File: config.mk
export PLATFORM = sky130hd
export DESIGN_NAME = seven_seg_count_ctrl
export DESIGN_NICKNAME = d
export VERILOG_FILES = /design/src/rtl/seven_seg_count_ctrl.sv
export SDC_FILE = /design/constraint.sdc
export NUM_CORES = 1
export LEC_CHECK = 0
export CELL_PAD_IN_SITES_DETAIL_PLACEMENT = 0
export CELL_PAD_IN_SITES_GLOBAL_PLACEMENT = 2
export CORE_ASPECT_RATIO = 0.75
export CORE_MARGIN = 5
export CORE_UTILIZATION = 25
export CTS_BUF_LIST = sky130_fd_sc_hd__clkbuf_4
export DETAILED_ROUTE_END_ITERATION = 8
export GPL_ROUTABILITY_DRIVEN = 0
export PLACE_DENSITY = 0.65
export SETUP_SLACK_MARGIN = 0.5
export SYNTH_ARGS = -nofsm -noshare
export SYNTH_HDL_FRONTEND = slang
export SYNTH_SLANG_ARGS = --single-unit
export TNS_END_PERCENT = 5
File: constraint.sdc
create_clock -name CLK -period 2.63 [get_ports CLK]
set_input_delay 0.526 -clock CLK [delete_from_list [all_inputs] [get_ports CLK]]
set_output_delay 0.526 -clock CLK [all_outputs]
set_load 0.02 [all_outputs]
File: src/rtl/seven_seg_count_ctrl.sv
// Two-digit BCD up/down counter controller for a pair of seven-segment displays.
// Steps on button presses and auto-repeats while a button is held.
module seven_seg_count_ctrl #(
  parameter int unsigned REPEAT_DELAY  = 12500000,
  parameter int unsigned REPEAT_PERIOD = 2500000,
  parameter bit          LEADING_BLANK = 1'b1
) (
  input  logic       CLK,
  input  logic       RST,
  input  logic       i_Up,
  input  logic       i_Down,
  input  logic       i_Clear,
  output logic [3:0] o_Tens,
  output logic [3:0] o_Ones,
  output logic       o_Tens_Blank,
  output logic       o_Update,
  output logic       o_Wrap
);

  localparam int unsigned TIMER_MAX = (REPEAT_DELAY > REPEAT_PERIOD) ? REPEAT_DELAY : REPEAT_PERIOD;
  localparam int          TIMER_W   = $clog2(TIMER_MAX);

  localparam logic [TIMER_W-1:0] DELAY_LAST  = TIMER_W'(REPEAT_DELAY - 1);
  localparam logic [TIMER_W-1:0] PERIOD_LAST = TIMER_W'(REPEAT_PERIOD - 1);

  typedef enum logic [1:0] {
    IDLE,
    DELAY,
    REPEAT
  } state_t;

  typedef struct packed {
    logic       wrap;
    logic [3:0] tens;
    logic [3:0] ones;
  } step_t;

  // Digit-wise BCD arithmetic: digits stay in 0-9, no binary intermediate.
  function automatic step_t bcd_up(input logic [3:0] t, input logic [3:0] o);
    step_t r;
    r.wrap = 1'b0;
    r.tens = t;
    r.ones = o + 4'd1;
    if (o == 4'd9) begin
      r.ones = 4'd0;
      if (t == 4'd9) begin
        r.tens = 4'd0;
        r.wrap = 1'b1;
      end else begin
        r.tens = t + 4'd1;
      end
    end
    return r;
  endfunction

  function automatic step_t bcd_down(input logic [3:0] t, input logic [3:0] o);
    step_t r;
    r.wrap = 1'b0;
    r.tens = t;
    r.ones = o - 4'd1;
    if (o == 4'd0) begin
      r.ones = 4'd9;
      if (t == 4'd0) begin
        r.tens = 4'd9;
        r.wrap = 1'b1;
      end else begin
        r.tens = t - 4'd1;
      end
    end
    return r;
  endfunction

  state_t             state;
  logic               dir;
  logic [TIMER_W-1:0] timer;
  logic               prev_up;
  logic               prev_down;

  logic  press_up;
  logic  press_down;
  logic  held;
  step_t up_res;
  step_t down_res;
  step_t rep_res;

  always_comb begin
    // NOTE: every always_comb output gets a default first so no path can infer a latch.
    press_up   = 1'b0;
    press_down = 1'b0;
    held       = 1'b0;
    press_up   = i_Up & ~prev_up;
    press_down = i_Down & ~prev_down;
    held       = dir ? i_Down : i_Up;
    up_res     = bcd_up(o_Tens, o_Ones);
    down_res   = bcd_down(o_Tens, o_Ones);
    rep_res    = dir ? down_res : up_res;
  end

  assign o_Tens_Blank = LEADING_BLANK & (o_Tens == 4'd0);

  // NOTE: sequential state uses non-blocking assignments only, so every register
  // samples the pre-edge values regardless of statement order.
  always_ff @(posedge CLK or posedge RST) begin
    if (RST) begin
      state     <= IDLE;
      dir       <= 1'b0;
      timer     <= '0;
      prev_up   <= 1'b1;   // a button held through reset must be re-pressed
      prev_down <= 1'b1;
      o_Tens    <= 4'd0;
      o_Ones    <= 4'd0;
      o_Update  <= 1'b0;
      o_Wrap    <= 1'b0;
    end else begin
      prev_up   <= i_Up;
      prev_down <= i_Down;
      o_Update  <= 1'b0;
      o_Wrap    <= 1'b0;

      if (i_Clear) begin
        o_Tens   <= 4'd0;
        o_Ones   <= 4'd0;
        o_Update <= 1'b1;
        state    <= IDLE;
        timer    <= '0;
      end else begin
        case (state)
          IDLE: begin
            if (press_up && press_down) begin
              o_Tens   <= 4'd0;
              o_Ones   <= 4'd0;
              o_Update <= 1'b1;
            end else if (press_up) begin
              o_Tens   <= up_res.tens;
              o_Ones   <= up_res.ones;
              o_Wrap   <= up_res.wrap;
              o_Update <= 1'b1;
              dir      <= 1'b0;
              timer    <= '0;
              state    <= DELAY;
            end else if (press_down) begin
              o_Tens   <= down_res.tens;
              o_Ones   <= down_res.ones;
              o_Wrap   <= down_res.wrap;
              o_Update <= 1'b1;
              dir      <= 1'b1;
              timer    <= '0;
              state    <= DELAY;
            end
          end

          DELAY: begin
            if (!held) begin
              state <= IDLE;
              timer <= '0;
            end else if (timer == DELAY_LAST) begin
              o_Tens   <= rep_res.tens;
              o_Ones   <= rep_res.ones;
              o_Wrap   <= rep_res.wrap;
              o_Update <= 1'b1;
              timer    <= '0;
              state    <= REPEAT;
            end else begin
              timer <= timer + TIMER_W'(1);
            end
          end

          REPEAT: begin
            if (!held) begin
              state <= IDLE;
              timer <= '0;
            end else if (timer == PERIOD_LAST) begin
              o_Tens   <= rep_res.tens;
              o_Ones   <= rep_res.ones;
              o_Wrap   <= rep_res.wrap;
              o_Update <= 1'b1;
              timer    <= '0;
            end else begin
              timer <= timer + TIMER_W'(1);
            end
          end

          default: begin
            state <= IDLE;
            timer <= '0;
          end
        endcase
      end
    end
  end

endmodule

* After elaboration in Yosys (flattened, before gate mapping)
Cells that the tools add are included.
Cells by class: bitwise logic cells 6, equality and inequality tests 15, $add $sub $neg 5, reduce and logical (&&, ||, !) cells 10, mux-type cells 63
Operators with widths (count):
- $mux 24 | 8
- $mux 4 | 18
- $pmux 24 s3 | 1
- $mux 9 | 3
- $add 24x1->24 const B | 1
- $eq 24x22->1 const B | 1
- $eq 24x24->1 const B | 1
- $pmux 4 s3 | 2
- $mux 1 | 21
- $ne 3x3->1 const B | 6
- $mux 2 | 7
- $add 4x1->4 const B | 2
- $eq 4x4->1 const B | 2
- $logic_not 4->1 | 2
- $ne 4x4->1 const B | 2
- $reduce_and 4->1 | 2
- $sub 4x1->4 const B | 2
- $pmux 1 s3 | 2
- $pmux 2 s3 | 1
- $reduce_and 6->1 | 1
- $ne 5x5->1 const B | 1
- $not 1->1 | 4
- $reduce_bool 4->1 | 1
- $and 1x1->1 | 2
- other kinds (6) | 6
Word-level totals: register bits after elaboration 39, word-level logic and storage cells 108, output and inout port bits 11, bits of input ports 5

* Logic depth before layout (Yosys ltp)
depth after elaboration 8, gate-level depth with buffers 8, mapped depth without buffers 7

* Worst setup path before layout
Ideal clock, no wire load.
path kind register to register, from register timer[6], to register o_Tens[2], data required time 2536 ps, period minus slack after synthesis 2430 ps, setup slack 200 ps, arrival time 2336 ps, library setup time 94 ps, cell stages (with the launch flop) 8, cells stage by stage dfrtp_1 > buf_6 > or4b_4 > or3_4 > o21a_4 > or3_1 > buf_6 > a211oi_1
Between the ends: longest elaborated chain between the ends 3
RTL lines:
- start: declaration | RTL line 75 | logic [TIMER_W-1:0] timer;
- start signal: assignment | RTL line 164 | timer <= timer + TIMER_W'(1);
- start signal: assignment | RTL line 179 | timer <= timer + TIMER_W'(1);
- $eq 24x22->1 / $eq 24x24->1 (equally long branches) | RTL line 172, 156
- $ne 3x3->1 (no line)
- $reduce_and 6->1 (no line) (*)
- end signal: assignment | RTL line 142 | o_Tens <= down_res.tens;
- end signal: assignment | RTL line 157 | o_Tens <= rep_res.tens;
- end signal: assignment | RTL line 173 | o_Tens <= rep_res.tens;
- end: declaration | RTL line 13 | output logic [3:0] o_Tens,
Mark *: on every way between the ends. The rest lies on a longest branch, timed or not. A chain may end at the register's enable or synchronous reset.

* Worst setup path after layout
from register timer[16], to register o_Tens[3]
Same word-level chain as after synthesis.

==> results.txt <==
----------------------------------------------------
[Drt]
  Drt wl/cell ... 17.19 um
  Via count of the routed design ... 2712
  Routed WL ... 8816 um
  Drt pass-1 iters ... 4
  Vias per Instance ... 5.287
  Drt drc ... 0
  Iteration-0 DRC Markers ... 192
  Number of nets still failing antenna checks after routing ... 0

[Logic synthesis]
  Post-Syn Nets ... 344
  Area share of xor/xnor cells in the synthesized design ... 2.749%
  Post-synthesis instance total ... 327
  Fraction of the mapped netlist area in adder cells ... 5.236%
  Share of the synthesized area in compound gates (AO/OA/AOI/OAI) ... 24.87%
  Part of the Yosys area used for sequential elements ... 34.12%
  Most used flip-flop cell after synthesis ... sky130_fd_sc_hd__dfrtp_1
  Proportion of synthesized area in mux cells ... 3.621%
  Register bit count reported by yosys ... 39
  Share of flip-flops with an asynchronous set or reset ... 100.0%
  Largest family of logic cells by synthesized area ... compound AO/OA/AOI/OAI gates
  Count of yosys warnings during synthesis ... 0
  Number of distinct library cells after synthesis ... 60
  Area fraction in and, or, nand and nor cells after synthesis ... 23.95%
  Number of enable flip-flop cells after synthesis ... 0
  Post-synthesis area per instance ... 8.770 um2
  Netlist area before placement ... 2868 um2

[Timing]
  Transition time at the pin with the least slew margin ... 0.5549 ns
  Final setup violation count ... 0
  Clock period minus final worst setup slack ... 2.379 ns
  Sum Neg Setup Slack ... 0 ns
  RSZ-0062 raised after global routing ... yes
  Endpoints failing hold ... 0
  Final Max Tran Viols ... 0
  Post-route clock period utilization ... 90.45%
  Clock skew ... 0.02571 ns
  Achievable clock frequency ... 420.4 MHz
  Slew headroom ... 63.01%

[Floorplan]
  Overall die area ... 13740 um2
  Floorplan Core Area ... 11070 um2
  Die height ... 102.8 um
  Cell Rows ... 33
  Effective utilization at floorplan ... 25.92%
  Top Ports ... 16
  Die Width ... 133.7 um

[Global routing]
  Pin count of the biggest net entering global routing ... 40
  Grt ovf ... 0
  First-pass GRT wire length ... 14990 um
  Overall routing resource usage ... 13.59%
  Initial antenna violation count ... 0
  Vias in the first global route ... 2766

[Pwr]
  Proportion of total power due to net switching ... 44.49%
  Gate power share ... 58.8%
  Seq pwr share ... 29.0%
  Int Pwr ... 0.001516 W
  Switching power ... 0.001215 W
  Peak supply drop ... 0.2240 mV
  Clk pwr share ... 12.2%
  Power per cell area ... 758.9 nW/um2
  Leakage power ... 1.398 nW

[Clocking]
  Hold buffers post-CTS ... 0
  Clock root cell ... sky130_fd_sc_hd__clkbuf_4
  CTS HTree Levels ... 2
  CTS Buf Count ... 5
  Clock tree buffer depth ... 2
  Clk_lat worst skew ... 0.37 ns
  CTS clock-pin slew for the worst setup and hold paths ... 0.15 ns
  CTS tree ... yes
  Clock net sink count ... 39

[Worst setup path]
  Endpoint arrival time on the critical path ... 2.66 ns
  Kind of critical path ... register to register
  CP startpoint kind ... register
  Critical path fanouts, max ... 7
  Crit path capture type ... register
  Crit path required time ... 2.92 ns

[Placed design]
  Placed wire-length estimate after detailed placement ... 6169 um
  Placed cell count ... 493
  Count of buffers from port buffering ... 15

[Final layout]
  Layout Cells excl Fill ... 513
  Final #Nets ... 389
  Most frequent cells in the layout ... sky130_fd_sc_hd__buf_4, sky130_fd_sc_hd__dfrtp_1, sky130_fd_sc_hd__nand2_1, sky130_fd_sc_hd__o21ai_0
  Fraction of layout instances using a drive strength above 1 ... 20.91%
  Antenna Cells ... 0
  Fillcell total ... 1169
  Most common cell after layout, fill and taps aside ... sky130_fd_sc_hd__buf_4
  Relative area change from synthesis to final layout ... 25.48%

[Run]
  Max-cap violations ... 0

[Worst hold path]
  Class of the tightest hold or removal check ... input port to async pin

[Status]
  Status ... finished clean

----------------------------------------------------
final cells by class:
| type | instances | area (um2) | area share, % |
|---|---|---|---|
| Timing Repair Buffer | 61 | 546.8 | 15.19 |
| Sequential cell | 39 | 979.7 | 27.23 |
| Clock inverter | 2 | 8.758 | 0.2434 |
| Tap cell | 140 | 175.2 | 4.868 |
| Inverter | 14 | 52.55 | 1.460 |
| Clock buffer | 6 | 45.04 | 1.252 |
| Multi-Input combinational cell | 251 | 1790 | 49.76 |
flip-flops by register name (all words and copies together) (netlist names):
name       cells
dir            1
o_Tens         4
state          2
prev_up        1
o_Update       1
o_Ones         4
o_Wrap         1
prev_down      1
timer         24
cell usage after synthesis, types with 2 or more instances:
cell type / number / area share [%]
sky130_fd_sc_hd__o21ai_0: 19 / 3.3
sky130_fd_sc_hd__nand2_1: 32 / 4.2
sky130_fd_sc_hd__nor4b_1: 2 / 0.61
sky130_fd_sc_hd__nor4_1: 2 / 0.44
sky130_fd_sc_hd__or4_1: 9 / 2.4
sky130_fd_sc_hd__nor2b_1: 3 / 0.65
sky130_fd_sc_hd__nor2_1: 14 / 1.8
sky130_fd_sc_hd__nand4_1: 6 / 1.3
sky130_fd_sc_hd__o311ai_0: 5 / 1.5
sky130_fd_sc_hd__a21oi_1: 9 / 1.6
sky130_fd_sc_hd__buf_6: 2 / 0.79
sky130_fd_sc_hd__a22oi_1: 12 / 3.1
sky130_fd_sc_hd__a211oi_1: 3 / 0.79
sky130_fd_sc_hd__dfstp_2: 2 / 1.8
sky130_fd_sc_hd__or3b_2: 2 / 0.61
sky130_fd_sc_hd__a221oi_1: 2 / 0.61
sky130_fd_sc_hd__inv_1: 14 / 1.8
sky130_fd_sc_hd__or3_1: 5 / 1.1
sky130_fd_sc_hd__xor2_1: 8 / 2.4
sky130_fd_sc_hd__and4_1: 2 / 0.61
sky130_fd_sc_hd__o211ai_1: 9 / 2.4
sky130_fd_sc_hd__buf_2: 2 / 0.35
sky130_fd_sc_hd__and3_1: 4 / 0.87
sky130_fd_sc_hd__a31oi_1: 2 / 0.44
sky130_fd_sc_hd__or2_2: 2 / 0.44
sky130_fd_sc_hd__a32oi_1: 2 / 0.61
sky130_fd_sc_hd__nor3_1: 3 / 0.52
sky130_fd_sc_hd__nand2b_1: 8 / 1.7
sky130_fd_sc_hd__a211o_1: 2 / 0.61
sky130_fd_sc_hd__and2_1: 2 / 0.44
sky130_fd_sc_hd__clkbuf_1: 19 / 2.5
sky130_fd_sc_hd__o31ai_1: 9 / 2.4
sky130_fd_sc_hd__nand3_1: 14 / 2.4
sky130_fd_sc_hd__o2111ai_1: 12 / 3.7
sky130_fd_sc_hd__nor3b_1: 4 / 1.0
sky130_fd_sc_hd__mux2i_1: 7 / 2.4
sky130_fd_sc_hd__o32ai_1: 2 / 0.61
sky130_fd_sc_hd__o21a_1: 2 / 0.52
sky130_fd_sc_hd__ha_1: 12 / 5.2
sky130_fd_sc_hd__dfrtp_1: 37 / 32
kinds of logic (layout without fill, tap and decap cells):
logic type | count (synthesis) | after routing
compound gates | 99 | 99
xor+xnor | 9 | 9
flops | 39 | 39
fa+ha+maj | 12 | 12
buf+inv | 37 | 83
simple gates | 122 | 122
mux | 9 | 9
layer usage:
layer	wire [um]	vias up	track usage [%]
met1	4962	1322	21.83
met3	342	7	2.049
met5	0	-	0
met4	72	0	3.241
met2	3438	47	18.68
li1	-	1336	-
worst paths after layout:
path / from / end / slack (ns) / cells past startpoint
min in group CLK: timer[4] / timer[4] / 0.59 / 2
max in group asynchronous: RST / timer[5] / 1.63 / 3
setup / recovery: timer[16] / o_Tens[3] / 0.25 / 6
setup reg to reg: timer[16] / o_Tens[3] / 0.25 / 6
hold reg to reg: timer[4] / timer[4] / 0.59 / 2
hold / removal: RST / timer[17] / 0.59 / 3
per-stage QoR:
step           hold WS (ns)  utilization (%)  power [W]  setup WS [ns]  instance area, um2
6_report             0.5870            32.52   0.002731         0.2511                3598
2_1_floorplan        0.5247                -   0.001712         0.3332                2874
3_5_place_dp         0.5623            30.38   0.002280        0.01493                3362
3_3_place_gp         0.5504            30.38   0.002294        0.01637                3362
5_1_grt              0.6154            32.52   0.002955         0.1988                3598
4_1_cts              0.5898            32.06   0.002722         0.2416                3547
worst max-delay path, cell delays in order, from the launching register on:
cell and delay, ns:
sky130_fd_sc_hd__dfrtp_1 0.42, sky130_fd_sc_hd__or4b_4 0.52, sky130_fd_sc_hd__or3_4 0.41, sky130_fd_sc_hd__o21a_1 0.21, sky130_fd_sc_hd__buf_6 0.15, sky130_fd_sc_hd__or4_4 0.48
sky130_fd_sc_hd__o21ai_2 0.11
power groups by stage:
stage          combinational (W)  clock, W  sequential (W)
2_1_floorplan           0.000901         0        0.000811
6_report                 0.00161  0.000332        0.000792
3_3_place_gp             0.00149         0        0.000803
4_1_cts                  0.00159  0.000345        0.000792
3_5_place_dp             0.00148         0        0.000803
5_1_grt                  0.00178  0.000364        0.000813
repair_timing:
item	4_1_cts	5_1_grt
cloned	1	0
setup endpoints to repair	37	41
pin swaps	8	8
setup buffers	7	4
resized for setup	15	8
Power figures use the tool's default switching activity.
